File: src/rtl/pipe_ctrl.sv
// pipe_ctrl: 5-stage pipeline stall/flush arbiter with illegal-instruction drain and stall watchdog.
// Optional perf counters enabled by defining PIPE_CTRL_PERF_EN.
module pipe_ctrl #(
   parameter int NSTAGE        = 5,
   parameter int STALL_TIMEOUT = 1024
) (
   input  logic              clk,
   input  logic              rst_n,
   input  logic [NSTAGE-1:0] stall_req,
   input  logic [NSTAGE-1:0] flush_req,
   input  logic              id_error,
   input  logic [31:0]       id_pc,
   output logic [NSTAGE-1:0] stall,
   output logic [NSTAGE-1:0] flush,
   output logic              halted,
   output logic [1:0]        halt_cause,
   output logic [31:0]       halt_pc,
   output logic [31:0]       stall_cycles,
   output logic [31:0]       flush_events
);
   localparam int IW = $clog2(NSTAGE);
   localparam int WW = $clog2(STALL_TIMEOUT);
   typedef enum logic [1:0] {RUN, DRAIN, HALT} state_t;
   state_t state, state_nx;
   logic [IW-1:0] f_idx, s_idx, drain_cnt, drain_nx;
   logic [WW-1:0] wd_cnt, wd_nx;
   logic [1:0] cause_nx;
   logic [31:0] pc_nx;
   logic flush_ok, wrong_path;
   logic [NSTAGE-1:0] run_stall, run_flush;
   // Oldest request wins; stall requests from stages being flushed are dropped.
   always_comb begin
      f_idx = '0;
      s_idx = '0;
      for (int i = 0; i < NSTAGE; i++)
         if (flush_req[i]) f_idx = IW'(i);
      for (int i = 0; i < NSTAGE; i++)
         if (stall_req[i] && IW'(i) >= f_idx) s_idx = IW'(i);
      flush_ok = s_idx <= f_idx;
      for (int j = 0; j < NSTAGE; j++) begin
         run_flush[j] = flush_ok && IW'(j) < f_idx;
         run_stall[j] = IW'(j) < s_idx && !run_flush[j];
      end
   end
   assign wrong_path = flush_ok && f_idx >= IW'(2);
   assign halted = state == HALT;
   always_comb begin
      stall = run_stall;
      flush = run_flush;
      if (state == HALT) begin
         stall = '1;
         flush = '0;
      end else if (state == DRAIN && !wrong_path) begin
         stall = {run_stall[NSTAGE-1:2], 2'b01};
         flush = {run_flush[NSTAGE-1:2], 2'b10};
      end
   end
   always_comb begin
      state_nx = state;
      drain_nx = drain_cnt;
      wd_nx    = '0;
      cause_nx = halt_cause;
      pc_nx    = halt_pc;
      case (state)
         RUN:
            if (id_error && !flush[1] && !stall[1]) begin
               pc_nx    = id_pc;
               drain_nx = IW'(NSTAGE-2);
               state_nx = DRAIN;
            end else if (|stall) begin
               if (wd_cnt == WW'(STALL_TIMEOUT-1)) begin
                  state_nx = HALT;
                  cause_nx = 2'b10;
               end else wd_nx = wd_cnt + WW'(1);
            end
         DRAIN:
            // An older flush proves the illegal instruction was on a wrong path.
            if (wrong_path) begin
               pc_nx    = '0;
               state_nx = RUN;
            end else if (stall[NSTAGE-1:2] == '0) begin
               drain_nx = drain_cnt - IW'(1);
               if (drain_cnt == IW'(1)) begin
                  state_nx = HALT;
                  cause_nx = 2'b01;
               end
            end
         default: ;
      endcase
   end
   always_ff @(posedge clk) begin
      if (!rst_n) begin
         state      <= RUN;
         drain_cnt  <= '0;
         wd_cnt     <= '0;
         halt_cause <= '0;
         halt_pc    <= '0;
      end else begin
         state      <= state_nx;
         drain_cnt  <= drain_nx;
         wd_cnt     <= wd_nx;
         halt_cause <= cause_nx;
         halt_pc    <= pc_nx;
      end
   end
`ifdef PIPE_CTRL_PERF_EN
   always_ff @(posedge clk) begin
      if (!rst_n) begin
         stall_cycles <= '0;
         flush_events <= '0;
      end else begin
         stall_cycles <= stall_cycles + (stall[0] ? 32'd1 : 32'd0);
         flush_events <= flush_events + (|flush ? 32'd1 : 32'd0);
      end
   end
`else
   assign stall_cycles = '0;
   assign flush_events = '0;
`endif
endmodule

File: config.mk
export PLATFORM = sky130hd
export DESIGN_NAME = pipe_ctrl
export DESIGN_NICKNAME = d
export VERILOG_FILES = /design/src/rtl/pipe_ctrl.sv
export SDC_FILE = /design/constraint.sdc
export NUM_CORES = 1
export LEC_CHECK = 0
export CORE_MARGIN = 2
export CORE_UTILIZATION = 41
export CTS_CLUSTER_SIZE = 8
export DETAILED_ROUTE_END_ITERATION = 7
export DONT_BUFFER_PORTS = 1
export SYNTH_ARGS = -nofsm -noshare
export SYNTH_HDL_FRONTEND = slang
export SYNTH_SLANG_ARGS = --single-unit
File: constraint.sdc
create_clock -name clk -period 5 [get_ports clk]
set_input_delay 1 -clock clk [delete_from_list [all_inputs] [get_ports clk]]
set_output_delay 1 -clock clk [all_outputs]
set_load 0.05 [all_outputs]
==> results.md, run 1 <==
* Vias in the first global route at 1997
* Final Max Slew Viols at 0
* Layout area overhead at -2.35%
* Post-synthesis sequential area ratio at 33.4%
* Min Tclk post-route at 4.26 ns
* Total routed wirelength at 6.07 mm
* DRC violation total after the first TritonRoute iteration at 86
* Final setup vio count at 0
* Yosys reg bits at 49
* Max incr delay on CP at 0.45 ns
* Worst hold slack at 0.506 ns
* Detail Placement HPWL at 4.46 mm
* Clock share of power at 24.7%
* Tightest Pin Transition at 0.683 ns
* Final Skew at 0.00806 ns
* Reg clk slew, reported paths at 0.08 ns
* Final net count at 419
* CP delay by family, top: simple AND/OR/NAND/NOR gates
* Post-DP Area at 2780 um2
* Synth Instances at 369
* H-tree levels at 2
* Startpoint types: input pin
* Switching share of power at 41.2%
* I/O pin count at 154
* Power Density at 327 nW/um2
* Antenna violations before repair at 0
* Antenna viol nets, final at 0
* Post-Syn Area at 2930 um2
* WP buf/inv at 2
* Post-synth top cells: 68 x buf_4, 49 x dfxtp_1, 43 x nand2_1, 41 x a21oi_1, 39 x nand3_1
* Avg WL per Cell at 13.1 um
* CP max stage cell: or3_1
* Clk_lat worst skew at 0.30 ns
* Top_reg_cell synth: dfxtp_1
* PortBufs at 0
* CTS root buffer: clkbuf_8
* RSZ-0062 raised after global routing: no
* Max-cap viol count at 0
* Hold Crit Class: flip-flop to flip-flop
* Resize count post-CTS at 0
* Row cnt at 30
* CP Max Fanout at 5
* Async SR Flop Fraction at 0%
* Syn_area_per_cell at 7.95 um2
* Die area at 7850 um2
* Largest net degree at the start of global routing at 38
* CTS tree: done
* Die height at 88.6 um
* Diodes inserted at 0
* Clock Path Buffers at 2
* Switching power at 0.000386 W
* Clock sinks at 49
* GP Congestion at 0.780
* Int Pwr at 0.000551 W
* Post-synth EDFFs at 0
* Synth warn at 0
* Inserted Clock Buffers at 5
* Worst-path cell chain: or3_1 > nor3b_1 > o21bai_1 > ha_1 > nand3_1 > o21a_1 > a21oi_1 > nand2_1 > o21ai_1 > buf_4 > a21oi_1 > buf_4
* Final Hold Vio Count at 0
* Core Area at 6870 um2
* Post-CTS Setup Inserts at 0
* Max rail drop VDD at 199 uV
* Vias per cell at 4.88
* DRC at 0
* Leading area contributor after synthesis: dfxtp_1
* Period utilization at 85.3%
* First drt pass iteration count at 4
* Data arrival, critical path at 3.26 ns
* Flop pwr share at 47.3%
* Post-synth top area share at 33.4%
* Gr ovfl total at 0
* Global-route wire length before repair at 9.20 mm
* Outcome: finished, final reports clean
* Worst EP required at 4.00 ns
* Final instance area at 2860 um2
* Die X-Extent at 88.6 um
* Count of different cell masters after synthesis at 52
* Post-Route Utilization at 41.7%
* Logic pwr share at 28.0%
* Share of cells above drive strength 1 at 10.6%
* Fin Setup TNS at 0 ns
* Top-count cell post-synth: buf_4
* Critical Path End Type: output port
* Fmax at 235 MHz
* Slew margin rel. at 54.4%
* Synth top area cells: dfxtp_1 33%, buf_4 17%, a21oi_1 7.0%
* Leak Pwr at 1.14 nW
* Hold Buf Count CTS at 0
* GRT Util Overall at 14.7%
* Starting Density at 42.7%
* CP Class: input pin to output port
* Vias at 2268
==> worst register-to-register path: stages (launching register included) <==
cell and delay [ns]:
dfxtp_1 0.49, inv_2 0.11, nand2_4 0.13, inv_2 0.15
a211oi_2 0.31, o31a_1 0.23, o21ai_1 0.12, o21ai_2 0.39
nor2_1 0.10
==> placed cells by master, fill, tap and decap left out, types with 3 or more instances in the layout <==
| master | n |
|---|---|
| a211oi_1 | 3 |
| a211oi_2 | 4 |
| a21oi_1 | 41 |
| and3_1 | 6 |
| buf_4 | 10 |
| clkbuf_8 | 5 |
| conb_1 | 65 |
| dfxtp_1 | 49 |
| ha_1 | 6 |
| inv_1 | 5 |
| inv_2 | 5 |
| nand2_1 | 43 |
| nand2b_1 | 3 |
| nand3_1 | 39 |
| nand4_1 | 4 |
| nor2_1 | 20 |
| nor3_1 | 3 |
| o21a_1 | 3 |
| o21ai_0 | 6 |
| o21ai_1 | 4 |
| xor2_1 | 6 |
==> through the flow <==
stage	instances	power, W	setup WS [ns]
final	465	0.000937	0.736
after global routing	465	0.000978	0.515
after CTS	465	0.000946	0.705
after detailed placement	457	0.000714	0.713
after global placement	457	0.000712	0.739
after floorplan	433	0.000723	0.310
==> cell families (layout without fill, tap and decap cells) <==
| family | Yosys count | in the layout | share of synthesized area, % |
|---|---|---|---|
| flip-flops | 49 | 49 | 33.4 |
| AND/OR/NAND/NOR | 132 | 132 | 21.8 |
| adder cells (fa/ha/maj) | 7 | 7 | 2.90 |
| other | 1 | 65 | 0.128 |
| XOR/XNOR | 8 | 8 | 2.39 |
| buffers and inverters | 92 | 28 | 21.4 |
| AO/OA/AOI/OAI | 80 | 80 | 18.0 |
==> area by class of cell <==
| cell class | instances | area, um2 |
|---|---|---|
| Clock buffer | 6 | 72.6 |
| Clock inverter | 2 | 13.8 |
| Fill cell | 699 | 4010 |
| Inverter | 10 | 37.5 |
| Multi-Input combinational cell | 292 | 1560 |
| Sequential cell | 49 | 981 |
| Tap cell | 96 | 120 |
| Timing Repair Buffer | 10 | 75.1 |
==> routing by layer <==
| metal | routed length, um | global-route usage [%] |
|---|---|---|
| met5 | 0 | 0 |
| met4 | 36 | 4.41 |
| met3 | 676 | 5.50 |
| met2 | 2800 | 23.5 |
| met1 | 2560 | 18.5 |
==> path summary, 6_finish.rpt <==
check                             start                    to  slack [ns]  depth (start not counted)
setup reg to reg  state[0]$_SDFFE_PN0P_  wd_cnt[7]$_SDFF_PP0_        2.85                          8
hold / removal     wd_cnt[0]$_SDFF_PP0_  wd_cnt[0]$_SDFF_PP0_        0.51                          1
setup / recovery           flush_req[2]              stall[1]        0.74                         12
hold reg to reg    wd_cnt[0]$_SDFF_PP0_  wd_cnt[0]$_SDFF_PP0_        0.51                          1
==> registers in the layout, indices dropped and copies added (netlist names) <==
signal / flops
drain_cnt: 3
halt_cause: 2
halt_pc: 32
state: 2
wd_cnt: 10
==> power by group through the flow <==
stage          clock network (W)  logic (W)  registers (W)
2_1_floorplan                  0   0.000274       0.000448
3_3_place_gp                   0   0.000260       0.000452
3_5_place_dp                   0   0.000262       0.000453
4_1_cts                 0.000240   0.000262       0.000443
5_1_grt                 0.000251   0.000281       0.000445
6_report                0.000231   0.000263       0.000443
(Power assumes the default switching activity.)
==> run 2: changes to the inputs <==
--- a/config.mk
+++ b/config.mk
@@ -12,2 +12,3 @@
 export DONT_BUFFER_PORTS = 1
+export RECOVER_POWER = 100
 export SYNTH_ARGS = -nofsm -noshare
--- a/constraint.sdc
+++ b/constraint.sdc
@@ -3,2 +3,2 @@
 set_output_delay 1 -clock clk [all_outputs]
-set_load 0.05 [all_outputs]
+set_load 0.1 [all_outputs]
==> results.md, run 2 (same netlist as run 1, synthesis figures left out) <==
* Share of cells above drive strength 1 at 9.76%
* Vias per cell at 4.92
* Period utilization at 91.0%
* Die X-Extent at 88.6 um
* Worst EP required at 4.00 ns
* Antenna violations before repair at 0
* Worst r2r path cells at 8
* Hold Buf Count CTS at 0
* Fin cells at 465
* Max rail drop VDD at 167 uV
* Fillers at 715
* GP Congestion at 0.880
* DRC at 0
* Commonest non-fill, non-tap cells in the layout: 65 x conb_1, 49 x dfxtp_1, 44 x nand2_1, 39 x a21oi_1, 39 x nand3_1
* Clock sinks at 49
* Die area at 7850 um2
* CP Class: input pin to output port
* GRT Util Overall at 14.0%
* CP Max Fanout at 5
* Total routed wirelength at 6.05 mm
* Commonest non-fill, non-tap cell in the layout: conb_1
* Diodes inserted at 0
* Avg WL per Cell at 13.0 um
* CTS root buffer: clkbuf_8
* CTS tree: done
* Die height at 88.6 um
* Slew margin rel. at 2.01%
* Power Density at 405 nW/um2
* Startpoint types: input pin
* Outcome: finished, final reports clean
* Clk_lat worst skew at 0.30 ns
* Vias in the first global route at 2003
* Tightest Pin Transition at 1.47 ns
* Row cnt at 30
* Hold Crit Class: flip-flop to flip-flop
* Global-route wire length before repair at 8.85 mm
* Reg with most FFs: halt_pc
* Largest net degree at the start of global routing at 38
* DRC violation total after the first TritonRoute iteration at 112
* Max reg flops at 32
* Leak Pwr at 1.14 nW
* Layout area overhead at -2.56%
* Resize count post-CTS at 0
* Data arrival, critical path at 3.55 ns
* Fin Setup TNS at 0 ns
* Post-CTS Setup Inserts at 0
* Top Registers: halt_pc x32, wd_cnt x10, drain_cnt x3
* RSZ-0062 raised after global routing: no
* I/O pin count at 154
* Vias at 2288
* Inserted Clock Buffers at 5
* DP Cell Count at 457
* Power Total at 0.00116 W
* Final Hold Vio Count at 0
* First drt pass iteration count at 4
* Gr ovfl total at 0
* Final net count at 419
* Core Area at 6870 um2
* Final Skew at 0.0135 ns
* Hold Crit Depth at 1
* Max-cap viol count at 0
* Final setup vio count at 0
* Clock Path Buffers at 2
* Detail Placement HPWL at 4.36 mm
* PortBufs at 0
* Final Max Slew Viols at 0
* Reg clk slew, reported paths at 0.08 ns
* Starting Density at 42.7%
* H-tree levels at 2
* Min Tclk post-route at 4.55 ns
* Antenna viol nets, final at 0
* Fmax at 220 MHz
* Critical Path End Type: output port
==> run 2: cell count changes in the layout (fill, tap and decap cells not counted), moves of 2 or more <==
cell      change
buf_4         -9
clkbuf_2      +5
clkbuf_1      +4
a21oi_2       +3
o21ai_0       +4
a21oi_1       -2
nor2_1        -3
o21ai_1       -3
nor2_2        +3
==> run 2: per-layer routing <==
metal	global-route usage [%]	vias to the layer above	part of all wire, %
li1	-	1132	-
met1	17.6	1041	43
met2	23.0	108	46
met3	4.66	7	10
met4	4.13	0	1.1
met5	0	-	0
==> run 2: power breakdown <==
| part | internal (W) | switching, W |
|---|---|---|
| logic | 0.0000420 | 0.000360 |
| clock network | 0.000150 | 0.000130 |
| registers | 0.000402 | 0.0000728 |
==> run 2: worst paths after layout <==
path / endpoint / startpoint / slack [ns]
min: wd_cnt[0]$_SDFF_PP0_ / wd_cnt[0]$_SDFF_PP0_ / 0.51
max: flush[3] / flush_req[2] / 0.45
min reg2reg: wd_cnt[0]$_SDFF_PP0_ / wd_cnt[0]$_SDFF_PP0_ / 0.51
max reg2reg: wd_cnt[4]$_SDFF_PP0_ / state[0]$_SDFFE_PN0P_ / 1.75
==> run 2: stage by stage <==
step           area (um2)  hold slack [ns]  utilization, %  worst slack (ns)
3_3_place_gp         2800            0.483            40.8             0.845
3_5_place_dp         2800            0.488            40.8             0.835
2_1_floorplan        3190            0.449               -            -0.401
6_report             2860            0.508            41.6             0.451
4_1_cts              2910            0.509            42.4             0.832
5_1_grt              2860            0.532            41.6             0.306
==> run 2: final cells by class <==
cell class / instances / area [um2] / share of cell area [%]
timing repair buffer: 10 / 47.5 / 1.66
clock inverter: 2 / 38.8 / 1.36
tap: 96 / 120 / 4.20
inverter: 10 / 37.5 / 1.31
sequential: 49 / 981 / 34.3
multi-input combinational: 292 / 1560 / 54.6
clock buffer: 6 / 72.6 / 2.54
==> run 2: worst max-delay path: stages <==
cell and delay (ns):
or3_1 0.46, nor3b_1 0.23, o21bai_1 0.08, ha_1 0.27, nand3_1 0.08, o21a_1 0.16
nand2_1 0.12, nand2_1 0.13, nor2_2 0.14, clkbuf_1 0.88
